===== src/rtl/sr_driver_pkg.sv =====
// Shared types and constants for the SR latch command driver.
//   sr_drv_state_t : driver FSM state encoding
//   CMD_SET/RESET  : cmd_set polarity
//   cnt_width()    : phase-timer width for given pulse/gap lengths
package sr_driver_pkg;

  typedef enum logic [1:0] {
    IDLE  = 2'd0,
    PULSE = 2'd1,
    GAP   = 2'd2,
    CHECK = 2'd3
  } sr_drv_state_t;

  localparam logic CMD_SET   = 1'b1;
  localparam logic CMD_RESET = 1'b0;

  // Bits needed to hold max(a, b); never less than one.
  function automatic int unsigned cnt_width(input int unsigned a, input int unsigned b);
    int unsigned m;
    m = (a > b) ? a : b;
    cnt_width = (m < 1) ? 1 : $clog2(m + 1);
  endfunction

endpackage : sr_driver_pkg


===== src/rtl/sr_pulse_timer.sv =====
// Loadable down-counter timing the pulse and dead-time phases.
//   clk, rst     : clock, synchronous active-high reset
//   load_i       : load load_val_i (wins over dec_i)
//   load_val_i   : value to load (phase length minus one)
//   dec_i        : decrement when non-zero; holds at zero
//   zero_c       : counter currently zero (combinational decode)
module sr_pulse_timer #(
  parameter int unsigned CNT_W = 2
) (
  input  logic             clk,
  input  logic             rst,
  input  logic             load_i,
  input  logic [CNT_W-1:0] load_val_i,
  input  logic             dec_i,
  output logic             zero_c
);

  logic [CNT_W-1:0] cnt_q;
  logic [CNT_W-1:0] cnt_d;

  // Next count: load has priority, decrement saturates at zero.
  always_comb begin
    cnt_d = cnt_q;
    if (load_i) begin
      cnt_d = load_val_i;
    end else if (dec_i && (cnt_q != '0)) begin
      cnt_d = cnt_q - CNT_W'(1);
    end
  end

  always_ff @(posedge clk) begin
    if (rst) begin
      cnt_q <= '0;
    end else begin
      cnt_q <= cnt_d;
    end
  end

  assign zero_c = (cnt_q == '0);

endmodule : sr_pulse_timer


===== src/rtl/sr_latch_driver.sv =====
// Command-side driver for an SR latch: converts set/reset commands into
// fixed-width s/r pulses followed by a dead time, then reads q back.
//   clk, rst            : clock, synchronous active-high reset
//   cmd_valid/cmd_ready : command handshake, accepted only when idle
//   cmd_set             : 1 = SET (q->1), 0 = RESET (q->0)
//   s, r                : latch drives, registered, never both high
//   q_fb                : latch output read back in CHECK
//   busy                : command in flight
//   done                : one-cycle completion pulse (CHECK)
//   q_exp               : expected latch state after last completed command
//   err                 : sticky readback mismatch, cleared only by rst
module sr_latch_driver
  import sr_driver_pkg::*;
#(
  parameter int unsigned PULSE_W        = 2,
  parameter int unsigned GAP_W          = 1,
  parameter bit          SKIP_REDUNDANT = 1'b1
) (
  input  logic clk,
  input  logic rst,
  input  logic cmd_valid,
  input  logic cmd_set,
  output logic cmd_ready,
  output logic s,
  output logic r,
  input  logic q_fb,
  output logic busy,
  output logic done,
  output logic q_exp,
  output logic err
);

  localparam int unsigned CNT_W = cnt_width(PULSE_W, GAP_W);

  sr_drv_state_t    state_q, state_d;
  logic             s_q, s_d;
  logic             r_q, r_d;
  logic             cmd_q, cmd_d;
  logic             err_q, err_d;
  logic             q_exp_q, q_exp_d;
  logic             known_q, known_d;
  logic             done_q;
  logic             busy_q;
  logic             ready_q;

  logic             tmr_load;
  logic [CNT_W-1:0] tmr_val;
  logic             tmr_dec;
  logic             tmr_zero;
  logic             accept;

  assign accept = cmd_valid && (state_q == IDLE);

  // Next-state and output-next logic.
  always_comb begin
    state_d  = state_q;
    s_d      = 1'b0;
    r_d      = 1'b0;
    cmd_d    = cmd_q;
    err_d    = err_q;
    q_exp_d  = q_exp_q;
    known_d  = known_q;
    tmr_load = 1'b0;
    tmr_val  = '0;

    unique case (state_q)
      IDLE: begin
        if (accept) begin
          cmd_d = cmd_set;
          // Latch already known to hold the requested value: no pulse needed.
          if (SKIP_REDUNDANT && known_q && (cmd_set == q_exp_q)) begin
            state_d = CHECK;
          end else begin
            state_d  = PULSE;
            tmr_load = 1'b1;
            tmr_val  = CNT_W'(PULSE_W - 1);
            s_d      = (cmd_set == CMD_SET);
            r_d      = (cmd_set == CMD_RESET);
          end
        end
      end
      PULSE: begin
        if (tmr_zero) begin
          state_d  = GAP;
          tmr_load = 1'b1;
          tmr_val  = CNT_W'(GAP_W - 1);
        end else begin
          s_d = s_q;
          r_d = r_q;
        end
      end
      GAP: begin
        if (tmr_zero) begin
          state_d = CHECK;
        end
      end
      CHECK: begin
        if (q_fb != cmd_q) begin
          err_d = 1'b1;
        end
        q_exp_d = cmd_q;
        known_d = 1'b1;
        state_d = IDLE;
      end
      default: begin
        state_d = IDLE;
      end
    endcase
  end

  // Timer only runs while a timed phase is active and not being reloaded.
  assign tmr_dec = ((state_q == PULSE) || (state_q == GAP)) && !tmr_load;

  sr_pulse_timer #(
    .CNT_W (CNT_W)
  ) u_timer (
    .clk        (clk),
    .rst        (rst),
    .load_i     (tmr_load),
    .load_val_i (tmr_val),
    .dec_i      (tmr_dec),
    .zero_c     (tmr_zero)
  );

  // State and registered outputs; status flags follow the next state.
  always_ff @(posedge clk) begin
    if (rst) begin
      state_q <= IDLE;
      s_q     <= 1'b0;
      r_q     <= 1'b0;
      cmd_q   <= 1'b0;
      err_q   <= 1'b0;
      q_exp_q <= 1'b0;
      known_q <= 1'b0;
      done_q  <= 1'b0;
      busy_q  <= 1'b0;
      ready_q <= 1'b1;
    end else begin
      state_q <= state_d;
      s_q     <= s_d;
      r_q     <= r_d;
      cmd_q   <= cmd_d;
      err_q   <= err_d;
      q_exp_q <= q_exp_d;
      known_q <= known_d;
      done_q  <= (state_d == CHECK);
      busy_q  <= (state_d != IDLE);
      ready_q <= (state_d == IDLE);
    end
  end

  assign cmd_ready = ready_q;
  assign s         = s_q;
  assign r         = r_q;
  assign busy      = busy_q;
  assign done      = done_q;
  assign q_exp     = q_exp_q;
  assign err       = err_q;

endmodule : sr_latch_driver


===== config.mk =====
export PLATFORM = sky130hd
export DESIGN_NAME = sr_latch_driver
export DESIGN_NICKNAME = d
export VERILOG_FILES = /design/src/rtl/sr_driver_pkg.sv /design/src/rtl/sr_pulse_timer.sv /design/src/rtl/sr_latch_driver.sv
export SDC_FILE = /design/constraint.sdc
export NUM_CORES = 1
export LEC_CHECK = 0
export ABC_AREA = 1
export BUFFER_PORTS_ARGS = -buffer_cell sky130_fd_sc_hd__buf_2
export CORE_UTILIZATION = 45
export CTS_CLUSTER_DIAMETER = 30
export DETAILED_ROUTE_END_ITERATION = 6
export PLACE_DENSITY = 0.81
export REMOVE_ABC_BUFFERS = 1
export SLEW_MARGIN = 40
export SYNTH_ARGS = -nofsm -noshare
export SYNTH_HDL_FRONTEND = slang
export SYNTH_HIERARCHICAL = 1
export SYNTH_SLANG_ARGS = --single-unit

===== constraint.sdc =====
create_clock -name clk -period 1.5 [get_ports clk]
set_input_delay 0.3 -clock clk [delete_from_list [all_inputs] [get_ports clk]]
set_output_delay 0.3 -clock clk [all_outputs]
set_load 0.02 [all_outputs]

==> results of run 1 <==
power breakdown:
part | internal [mW] | switching, mW
registers | 0.436 | 0.0345
clock network | 0.103 | 0.119
logic | 0.332 | 0.467
total | 0.871 | 0.621
through the flow:
step / utilization (%) / cell area (um^2) / power (mW) / instances / TNS (ps)
6_report: 64.3 / 888 / 1.49 / 137 / 0
5_1_grt: 64.3 / 888 / 1.63 / 137 / -55.6
4_1_cts: 63.2 / 873 / 1.46 / 137 / 0
3_5_place_dp: 61.3 / 847 / 1.23 / 133 / 0
3_3_place_gp: 61.3 / 847 / 1.21 / 133 / 0
2_1_floorplan: - / 706 / 0.986 / 98 / -0.509
area by class of cell:
cell class                 instances  share of cell area (%)
sequential                        13                    29.7
tap                               15                    2.11
clock buffer                       4                    2.96
timing repair buffer              20                    13.8
multi-input combinational         61                    41.3
inverter                          24                    10.1
cells in the mapped netlist:
cell type,n,share of area (%)
nand2_2,4,3.5
nor2_1,8,4.3
dfxtp_1,13,37
nand3_4,1,2.5
a21oi_1,8,5.7
nand2_1,16,8.5
ha_1,5,8.9
nor2_2,2,1.8
a21oi_2,2,2.5
nand3_1,4,2.8
inv_1,20,11
o21ai_1,2,1.4
and2_4,1,1.2
nand2_4,2,3.2
o21ai_0,5,3.5
inv_2,4,2.1
conb_1,1,0.53
routing by layer:
metal,routed length [um],vias up
met5,0,-
met1,608,292
met3,32,4
li1,-,342
met2,744,8
met4,45,0
worst reg2reg max path, delay by kind of cell, from the launching register on:
kind,cells,cell delay [ps]
compound gates,1,170
flops,1,320
fa+ha+maj,1,220
buf+inv,2,280
simple gates,4,330
timing repair:
item,in CTS,in global routing
gates resized for setup,0,8
endpoints found under the setup margin,0,3
buffers inserted,0,0
path summary, 6_finish.rpt:
path                            startpoint  endpoint  slack, ps
worst max-delay path            state_q[0]      done         90
worst min-delay path                   rst     cmd_q        270
worst max register to register  state_q[0]      done         90
worst min register to register         err       err        450
cells by family (layout without fill, tap and decap cells):
group	after synthesis	after routing
adder cells (fa/ha/maj)	5	5
other	1	1
flip-flops	13	13
AND/OR/NAND/NOR	38	38
buffers and inverters	24	48
AO/OA/AOI/OAI	17	17
==> impl_results.md, run 1 <==
- Period utilization: 94.1%
- Routed Antenna Nets: 0
- Final hold violation count: 0
- Flip-flop and latch area: 264 um^2
- Arithmetic-cell share of the synthesized area counting full adders, half adders and majority gates: just under 9%
- First-pass GRT wire length: 2450 um
- Critical path capture point type: register
- Post-synthesis compound-gate area fraction: a little over an eighth
- Count of buffer and inverter cells on the critical path: 2
- Total iterations of the first detailed-routing run: 3
- Flop and latch count out of synthesis: 13
- Largest net degree at the start of global routing: 8
- Total number of H-tree levels: 1
- Total wirelength of the detailed-routed design: 1430 um
- FF-to-FF path depth: 8
- Worst path required time: ~1700 ps
- Total congestion overflow after global routing: 0
- Worst setup skew after layout: 0.528 ps
- Placement Setup Slack: 58.1 ps
- Area of the multi-input gates: approximately 370 um^2
- DRT iter0 DRCs: 3
- Ant diodes: 0
- Number of nets in the layout: 133
- Clock-pin transition on the worst setup and hold timing paths: roughly 80 ps
- Routability congestion estimate: slightly above 0.8
- Synth Area in Simple Gates: 27.8%
- Power density cells: 1680 nW/um^2
- Sequence of cells on the critical path: buf_4 -> ha_1 -> buf_4 -> nand2_4 -> nand2_2 -> a21oi_2 -> nor2_2 -> and2_4
- Wire length per cell after detailed routing: 10.4 um
- Most Crowded Layer GR: met2
- Fillers: between 100 and 150
- Worst setup slack after layout: 88.9 ps
- CP max FO: 5
- Vias post-DR: 646
- Most used cell along the critical path: buf_4
- Number of antenna violations at the first check in global routing: 0
- Post-Synth XOR/XNOR Area: 0%
- Result of the run: completed
- Largest registers: state_q: 2 flops, u_timer/cnt_q: 2 flops
- Post-synthesis mux area share: 0%
- Die width: 41.6 um
- Clock latency of the later-clocked register in the worst-skew pair: 280 ps
- HP Class: in -> reg
- Synthesized instance count: 98
- Core ar.: 1380 um^2
- Clock tree sinks: 13
- Total setup violations reported at the end of the flow: 0
- Core Rows: 13
- Clock Path Buffers: 2
- Met2 usage in global routing: 32.2%
- Synthesized area per cell: 7.20 um^2
- Yosys warns: 6
- Maximum resistive drop on vdd: 0.789 mV
- Element type at the critical path start: register
- Largest family of logic cells by synthesized area: simple AND/OR/NAND/NOR gates
- Vias per cell: 4.72
- Clock root buffer: clkbuf_4
- Worst slack on hold paths: 271 ps
- Via count of the first global-routing pass: 609
- I/O Pins: 12
- Leading cell types in the layout, fill and taps excluded: inv_1, nand2_1, buf_2, dfxtp_1, buf_4
- Ratio of cells with drive above 1 in the final layout: a little under two fifths
- Area enclosed by the die boundary: 1730 um^2
- M1 GR Usage: 21.1%
- CTS tree: yes
- Final max-slew violation count: 0
- Global-route usage over all layers: 18.9%
- Data arrival time of the critical path: roughly 1600 ps
- Gate family responsible for the most delay along the worst path: simple AND/OR/NAND/NOR gates
- P_leak: 0.479 nW
- Count of unresolved DRC violations after routing: 0
- Cell area after synthesis: 706 um^2
- CTS Hold Buffers Added: 0
- Kind of critical path: reg -> reg
- Highest Clock Rate: ~710 MHz
- Delay of the slowest critical-path stage: 320 ps
- Commonest non-fill, non-tap cell in the layout: inv_1
- Die span in y: 41.6 um
- Effective utilization at floorplan: between 50% and 60%
- Shortest period the worst path allows: 1410 ps
- CP Depth: 8
- Number of distinct library cells after synthesis: 17
- Cell depth of the worst min-delay path: 2
- Sum of net half-perimeters after detailed placement: roughly 1100 um
- Register area share after synthesis: 36.9%
- Maxcap violations: 0
- Area overhead of the layout relative to synthesis: 25.9%
- Number of clock buffers inserted by TritonCTS: 3
- Cell with the biggest individual delay on the critical path: dfxtp_2
- Port buffer count: 11
- Met3 track demand over resource: 4.35%
Note: power is estimated with default switching activity, not from simulation.
==> inputs of run 2 (changes only) <==
- BUFFER_PORTS_ARGS: -buffer_cell sky130_fd_sc_hd__buf_2 -> not set
- DONT_BUFFER_PORTS: not set -> 1
- PLACE_DENSITY: 0.81 -> 0.74
==> run 2 against run 1 <==
  * The run now ends with design-rule violations left
  * Clock power hardly changed
  * Wire length stayed put
  * Power is 3.1% higher
  * Largest power group unchanged
==> impl_results.md, run 2 (same netlist as run 1, synthesis figures left out) <==
- Result of the run: finished, violations left
- Violations in the final reports: design-rule violations
- Setup tns final: 0 ps
- Kind of critical path: reg -> reg
- Ant diodes: 0
- Total number of H-tree levels: 1
- Largest registers: state_q: 2 flops, u_timer/cnt_q: 2 flops
- Clock power frac: 14.4%
- Power density cells: 1740 nW/um^2
- Worst slack on hold paths: 86.0 ps
- Final hold violation count: 0
- Sequence of cells on the critical path: inv_1 -> ha_4 -> nand2_2 -> inv_2 -> nand2_4 -> o21ai_4 -> nor2_1 -> nand2_1 -> nand2_2 -> inv_1 -> nor2_1 -> nor2_1
- Routed Antenna Nets: 0
- Count of unresolved DRC violations after routing: 1
- Endpoint, Worst Hold: err
- Global-route usage over all layers: 17.2%
- Fillers: 120
- Core ar.: 1380 um^2
- Clock tree sinks: 13
- P_leak: roughly 0.45 nW
- Endpoint of the most critical register-to-register path: u_timer/cnt_q[1]
- Clock root buffer: clkbuf_4
- Placement Setup Slack: -112 ps
- Highest Clock Rate: 710 MHz
- Crit Reg-Reg Startpoint: state_q[0]
- Count of buffer and inverter cells on the critical path: 3
- Die width: 41.6 um
- Die span in y: 41.6 um
- CP max FO: 4
- Area enclosed by the die boundary: 1730 um^2
- Clock-pin transition on the worst setup and hold timing paths: 90 ps
- Maximum resistive drop on vdd: 1.16 mV
- Worst setup skew after layout: 8.00 ps
- Number of nets in the layout: approximately 130
- Delay of the slowest critical-path stage: 330 ps
- Cell depth of the worst min-delay path: 1
- Via count of the first global-routing pass: 591
- Placed insts: 125
- Number of antenna violations at the first check in global routing: 0
- Total setup violations reported at the end of the flow: 0
- Vias per cell: 4.92
- Area of the multi-input gates: approximately 390 um^2
- Number of clock buffers inserted by TritonCTS: 3
- Hold Startpoint: rst
- Flop pwr share: 34.0%
- Most used cell along the critical path: nor2_1
- Clock Path Buffers: 2
- Wire length per cell after detailed routing: ~11 um
- Data arrival time of the critical path: around 1600 ps
- Routability congestion estimate: between 0.7 and 0.8
- DRT iter0 DRCs: 17
- HP Class: in -> reg
- Share of the core filled with cells in the final layout: 63.8%
- Total wirelength of the detailed-routed design: 1430 um
- Worst setup slack after layout: 91.0 ps
- Total iterations of the first detailed-routing run: 7
- Leading cell types in the layout, fill and taps excluded: inv_1, nand2_1, buf_4, dfxtp_1
- Non-filler cells, final: 130
- Critical path capture point type: register
- Cell with the biggest individual delay on the critical path: dfxtp_2
- Area overhead of the layout relative to synthesis: 25.0%
- Period utilization: 93.9%
- CTS tree: yes
- Effective utilization at floorplan: 51.0%
- I/O Pins: 12
- Largest net degree at the start of global routing: 8
- Total internal power: around 900 uW
- Portion of total power attributed to combinational logic: 51.5%
- First-pass GRT wire length: roughly 2300 um
- Clock latency of the later-clocked register in the worst-skew pair: 280 ps
- Sw frac: 41.9%
- Core Rows: 13
- Flip-flop and latch area: 263 um^2
- Element type at the critical path start: register
- Switching power of the nets: 645 uW
- Sum of net half-perimeters after detailed placement: 1110 um
- Worst path required time: 1670 ps
- CP Depth: 12
- Ratio of cells with drive above 1 in the final layout: 34.8%
- Gate family responsible for the most delay along the worst path: simple AND/OR/NAND/NOR gates
- Shortest period the worst path allows: between 1000 and 1500 ps
- FF-to-FF path depth: 12
- Final max-slew violation count: 0
- Vias post-DR: between 600 and 700
- Flop-to-flop setup slack: 90 ps
- Port buffer count: 0
- Total congestion overflow after global routing: 0
- Commonest non-fill, non-tap cell in the layout: inv_1
- Maxcap violations: 0
-- run 2: final cells by class --
type,count,area share (%)
clock buffers,4,2.98
flip-flops and latches,13,29.8
well taps,15,2.13
multi-input cells,61,43.8
inverters,24,10.2
repair buffers,13,11.1
-- run 2: repair_timing --
item,4_1_cts,5_1_grt
cloned,0,0
resized for setup,2,8
pin swaps,0,2
buffers inserted,1,0
setup endpoints to repair,2,2
hold buffers,0,0
-- run 2: worst max path at each step --
stage | start | endpoint | slack [ps]
final | state_q[0] | u_timer/cnt_q[1] | 90
after global routing | state_q[0] | u_timer/cnt_q[1] | -0.2
after CTS | state_q[1] | u_timer/cnt_q[1] | 10
after detailed placement | state_q[0] | u_timer/cnt_q[1] | -110
after global placement | state_q[0] | u_timer/cnt_q[1] | 7
after floorplan | state_q[0] | u_timer/cnt_q[1] | -0.5
-- run 2: through the flow --
step	cell area (um^2)	power (mW)
6_report	882	1.54
5_1_grt	882	1.66
4_1_cts	853	1.48
3_5_place_dp	815	1.24
3_3_place_gp	815	1.21
2_1_floorplan	706	0.986
-- run 2: power groups by stage --
stage / registers [mW] / clock network (mW) / logic [mW]
floorplan: 0.529 / 0 / 0.457
global placement: 0.530 / 0 / 0.677
detailed placement: 0.533 / 0 / 0.711
CTS: 0.520 / 0.225 / 0.738
global route: 0.535 / 0.241 / 0.888
finish: 0.524 / 0.222 / 0.792
-- run 2: routing by layer --
layer	up-vias	track usage (%)	share of wire [%]
met3	4	4.35	5.3
met5	-	0	0
met2	24	30.9	53
met4	0	8.39	1.5
met1	280	18.3	40
li1	331	-	-
